File: src/rtl/aes_sub_bytes_serial.sv
// Multi-cycle AES SubBytes/InvSubBytes engine: a 128-bit state is substituted
// NUM_SBOX bytes per cycle through a small bank of shared S-box lookups.

module aes_sbox_lut (
  input  logic       i_inv,
  input  logic [7:0] i_byte,
  output logic [7:0] o_byte
);
  localparam logic [7:0] INV_EXP = 8'hFE;  // a^254 == a^-1 in GF(2^8)

  function automatic logic [7:0] gf_mul(input logic [7:0] a, input logic [7:0] b);
    logic [7:0] p;
    logic [7:0] x;
    p = 8'h00;
    x = a;
    for (int i = 0; i < 8; i++) begin
      if (b[i]) p = p ^ x;
      x = {x[6:0], 1'b0} ^ (x[7] ? 8'h1b : 8'h00);
    end
    return p;
  endfunction

  function automatic logic [7:0] gf_inv(input logic [7:0] a);
    logic [7:0] r;
    r = 8'h01;
    for (int i = 7; i >= 0; i--) begin
      r = gf_mul(r, r);
      if (INV_EXP[i]) r = gf_mul(r, a);
    end
    return r;
  endfunction

  function automatic logic [7:0] rotl(input logic [7:0] x, input int n);
    logic [15:0] t;
    t = {x, x} << n;
    return t[15:8];
  endfunction

  logic [7:0] w_pre;
  logic [7:0] w_ginv;

  // Forward: inverse then affine. Inverse: inverse-affine then inverse.
  // Both directions share one field inverter.
  always_comb begin
    w_pre  = i_inv ? (rotl(i_byte, 1) ^ rotl(i_byte, 3) ^ rotl(i_byte, 6) ^ 8'h05) : i_byte;
    w_ginv = gf_inv(w_pre);
    o_byte = i_inv ? w_ginv
                   : (w_ginv ^ rotl(w_ginv, 1) ^ rotl(w_ginv, 2) ^ rotl(w_ginv, 3) ^ rotl(w_ginv, 4) ^ 8'h63);
  end
endmodule

module aes_sub_bytes_serial #(
  parameter int NUM_SBOX = 1
) (
  input  logic         clk_i,
  input  logic         rst_i,
  input  logic         op_i,
  input  logic         in_valid_i,
  output logic         in_ready_o,
  input  logic [127:0] data_i,
  output logic         out_valid_o,
  input  logic         out_ready_i,
  output logic [127:0] data_o,
  output logic         busy_o
);
  localparam int G     = 16 / NUM_SBOX;
  localparam int CNT_W = (G > 1) ? $clog2(G) : 1;

  generate
    if (NUM_SBOX != 1 && NUM_SBOX != 2 && NUM_SBOX != 4 && NUM_SBOX != 8 && NUM_SBOX != 16) begin : g_bad_num_sbox
      $error("aes_sub_bytes_serial: NUM_SBOX must be 1, 2, 4, 8 or 16");
    end
  endgenerate

  typedef enum logic [1:0] {S_IDLE, S_RUN, S_DONE} state_t;

  state_t                     r_state, w_state_nxt;
  logic [127:0]               r_data;
  logic                       r_op;
  logic [CNT_W-1:0]           r_cnt;
  logic                       w_last;
  logic                       w_accept;
  logic [NUM_SBOX-1:0][7:0]   w_lut_in;
  logic [NUM_SBOX-1:0][7:0]   w_lut_out;
  logic [127:0]               w_data_sub;

  assign w_last   = (r_cnt == CNT_W'(G - 1));
  assign w_accept = (r_state == S_IDLE) && in_valid_i;

  always_ff @(posedge clk_i) begin
    if (rst_i) r_state <= S_IDLE;
    else       r_state <= w_state_nxt;
  end

  always_comb begin
    w_state_nxt = r_state;
    case (r_state)
      S_IDLE:  if (in_valid_i)  w_state_nxt = S_RUN;
      S_RUN:   if (w_last)      w_state_nxt = S_DONE;
      S_DONE:  if (out_ready_i) w_state_nxt = S_IDLE;
      default:                  w_state_nxt = S_IDLE;
    endcase
  end

  // Handshake outputs are masked by reset combinationally.
  always_comb begin
    in_ready_o  = (r_state == S_IDLE) && !rst_i;
    out_valid_o = (r_state == S_DONE) && !rst_i;
    busy_o      = (r_state != S_IDLE);
    data_o      = r_data;
  end

  always_ff @(posedge clk_i) begin
    if (rst_i) begin
      r_data <= '0;
      r_op   <= 1'b0;
      r_cnt  <= '0;
    end else if (w_accept) begin
      r_data <= data_i;
      r_op   <= op_i;
      r_cnt  <= '0;
    end else if (r_state == S_RUN) begin
      r_data <= w_data_sub;
      r_cnt  <= w_last ? '0 : r_cnt + 1'b1;
    end
  end

  // Byte k belongs to group k/NUM_SBOX and lane k%NUM_SBOX.
  always_comb begin
    w_lut_in = '0;
    for (int k = 0; k < 16; k++)
      if (r_cnt == CNT_W'(k / NUM_SBOX)) w_lut_in[k % NUM_SBOX] = r_data[8*k +: 8];
  end

  always_comb begin
    w_data_sub = r_data;
    for (int k = 0; k < 16; k++)
      if (r_cnt == CNT_W'(k / NUM_SBOX)) w_data_sub[8*k +: 8] = w_lut_out[k % NUM_SBOX];
  end

  generate
    for (genvar j = 0; j < NUM_SBOX; j++) begin : g_lane
      aes_sbox_lut u_lut (
        .i_inv  (r_op),
        .i_byte (w_lut_in[j]),
        .o_byte (w_lut_out[j])
      );
    end
  endgenerate
endmodule

File: config.mk
export PLATFORM = sky130hd
export DESIGN_NAME = aes_sub_bytes_serial
export DESIGN_NICKNAME = d
export VERILOG_FILES = /design/src/rtl/aes_sub_bytes_serial.sv
export SDC_FILE = /design/constraint.sdc
export NUM_CORES = 1
export LEC_CHECK = 0
export CAP_MARGIN = 20
export CORE_MARGIN = 5
export CORE_UTILIZATION = 60
export DETAILED_ROUTE_END_ITERATION = 16
export PLACE_DENSITY = 0.84
export REMOVE_ABC_BUFFERS = 1
export SLEW_MARGIN = 20
export SYNTH_ARGS = -nofsm -noshare
export SYNTH_HDL_FRONTEND = slang
export SYNTH_HIERARCHICAL = 1
export SYNTH_SLANG_ARGS = --single-unit
File: constraint.sdc
create_clock -name clk_i -period 32.8 [get_ports clk_i]
set_clock_uncertainty 0.05 [all_clocks]
set_input_delay 6.56 -clock clk_i [delete_from_list [all_inputs] [get_ports clk_i]]
set_output_delay 6.56 -clock clk_i [all_outputs]
set_load 0.01 [all_outputs]
==> impl_metrics.toml <==
[finish]
num_antenna_cells = 0
layout_common_cells = "nor2_1, nand2_1, xnor2_1"
n_fill_cell = 3216
fin_nets = 3143
multi_input_area_um2 = 19710
final_common_cell = "nor2_1"
area_delta_synth_final_pct = 11.79
layout-drive-gt1-share_pct = 9.067
regArea_um2 = 2704

[die]
core_um2 = 39640
start_util_pct = 60.42
row_count = 73
boundaryPins = 264
die_w_um = 209.8
dieArea_um2 = 44010
die_h_um = 209.8

[clock_tree]
cts_resized = 0
cts_buffers = 17
cts_tree = "built"
worstSkewPairLatency_ps = 430
cts_hold_buf = 0
cts.clk_slew.worst_paths_ps = 60
cts_sinks = 135
post_cts_buffers = 0
clk_path_buf_depth = 2
cts-root-buf = "clkbuf_16"
cts_htree_levels = 4

[routing]
avgViaCountPerCell = 6.796
drt_iter0_drc = 3115
wl_per_cell_um = 23.54
drc = 0
drtAntennaViolNets = 0
first_pass_iters = 7
wl_mm = 83.25
vias = 24030

[worst_setup_path]
cp-startpoint = "r_cnt[3]"
reg2reg_to = "data_o[36]"
cp_common_cell = "xnor3_1"
critPathRequiredTime_ps = 33070
critPathKind = "flip-flop to flip-flop"
cp_max_fo = 34
endpoint = "data_o[36]"
worst_ep_arrival_time_ps = 30690
rr_worst_depth = 89
startpoint_type = "flip-flop"
worst_r2r_startpoint = "r_cnt[3]"
reg2reg_setup_slack_ps = 2380
cp_slowest_stage_delay_ps = 870
cp_slowest_cell = "dfxtp_1"
endpoint_kind = "flip-flop"

[place]
port_buffers = 263
gp_congestion = 0.9966
hpwl_mm = 59.88

[synthesis]
ys_ff_latch = 135
synthArstFlopShare_pct = 0
netlist.top_cell.by_area = "dfxtp_1"
synth_top_area_share_pct = 11.28
synthTopCellsByArea = "dfxtp_1, xnor3_1, xnor2_1"
synth_ff_type = "dfxtp_1"
yosysWarnings = 6
synthCells = 2927
synth_edf_count = 0
syn_area_per_cell_um2 = 8.182
synth.distinct_cells = 119
syn_area_um2 = 23950
synth_seq_area_share_pct = 11.28

[sta]
rsz0062_at_grt = "no"
slew_violations = 0
finalCritPeriodShare_pct = 92.74
max_clock_freq_mhz = 32.87
finalSetupTns_ps = 0
worst_pin_slew_ps = 1136
min_period_ps = 30420
slew_headroom_pct = 23.88
finalSetupViolCount = 0
final_hold_viol_count = 0

[grt]
grt_pass1_vias = 23750
grt_start_max_net_pins = 98
grtUsageTotal_pct = 36.19
grt_overflow = 0
antenna_found_initial = 0
grt_pass1_wl_mm = 130.9

[worst_hold_path]
holdCritPathClass = "flip-flop to flip-flop"

[job]
max_cap_violations = 0

[run_status]
outcome = "completed"
## state kept, by name, summed over array words and instances (netlist names)
signal,flops
r_state,2
r_cnt,4
data_o,128
r_op,1
## through the flow
| step | util (%) | hold slack, ps | std cells | instance area, µm² | worst slack, ps |
|---|---|---|---|---|---|
| floorplan | - | 453.3 | 2674 | 22450 | 4465 |
| global placement | 66.02 | 444.7 | 3505 | 26170 | 4512 |
| detailed placement | 66.02 | 452.5 | 3505 | 26170 | 3077 |
| CTS | 67.49 | 466.9 | 3536 | 26750 | 2893 |
| global route | 67.54 | 498.2 | 3536 | 26770 | 741.9 |
| finish | 67.54 | 473.6 | 3536 | 26770 | 2380 |
## critical path, delay by kind of cell (launching register included)
kind,cells,cell delay [ps]
compound gates,9,1650
flops,1,870
simple gates,14,3320
buf+inv,11,2340
xor+xnor,45,18640
mux,3,570
fa+ha+maj,7,2800
## logic make-up after synthesis
family	Yosys count	share of synthesized area, %
compound gates	730	21.53
simple gates	1031	19.85
buf+inv	297	6.943
flops	135	11.28
xor+xnor	612	35.02
fa+ha+maj	11	0.5747
mux	111	4.796
## cells in the mapped netlist, drive strengths merged, types with 18 or more instances
cell / count
nand2: 291
o22ai: 22
nand3b: 25
xnor2: 322
o211ai: 35
dfxtp: 135
o21ai: 173
and2: 18
a221oi: 38
inv: 44
clkbuf: 108
and3: 19
nor3: 53
a211oi: 72
xnor3: 133
a21oi: 143
nor2b: 27
nand2b: 26
buf: 142
nand3: 70
mux2i: 101
a311oi: 94
nor2: 413
o221ai: 19
nor4: 18
xor2: 129
xor3: 28
## routing by layer
layer,up-vias,part of all wire (%),GRT usage [%]
li1,10630,-,-
met1,11170,36,43.99
met2,1806,46,59.61
met3,433,11,7.459
met4,2,6.9,20.70
met5,-,0.055,0.6674
## area by class of cell
type	count	share of cell area, %
Timing Repair Buffer	306	11.03
Sequential cell	135	10.10
Multi-Input combinational cell	2495	73.62
Clock buffer	17	1.589
Tap cell	525	2.453
Clock inverter	14	0.5842
Inverter	44	0.6262
## worst min-delay path by stage
stage                          start         end  slack [ps]  cells after the start
final                     data_o[28]  data_o[28]         470                      2
after floorplan           r_state[1]  r_state[0]         450                      1
after detailed placement  data_o[28]  data_o[28]         450                      2
after global placement    data_o[28]  data_o[28]         440                      2
after CTS                 data_o[28]  data_o[28]         470                      2
after global routing      data_o[28]  data_o[28]         500                      2
Power is left out: the tool's default activity adds up to more than one toggle a clock period on the data nets, which glitch-free logic cannot reach.
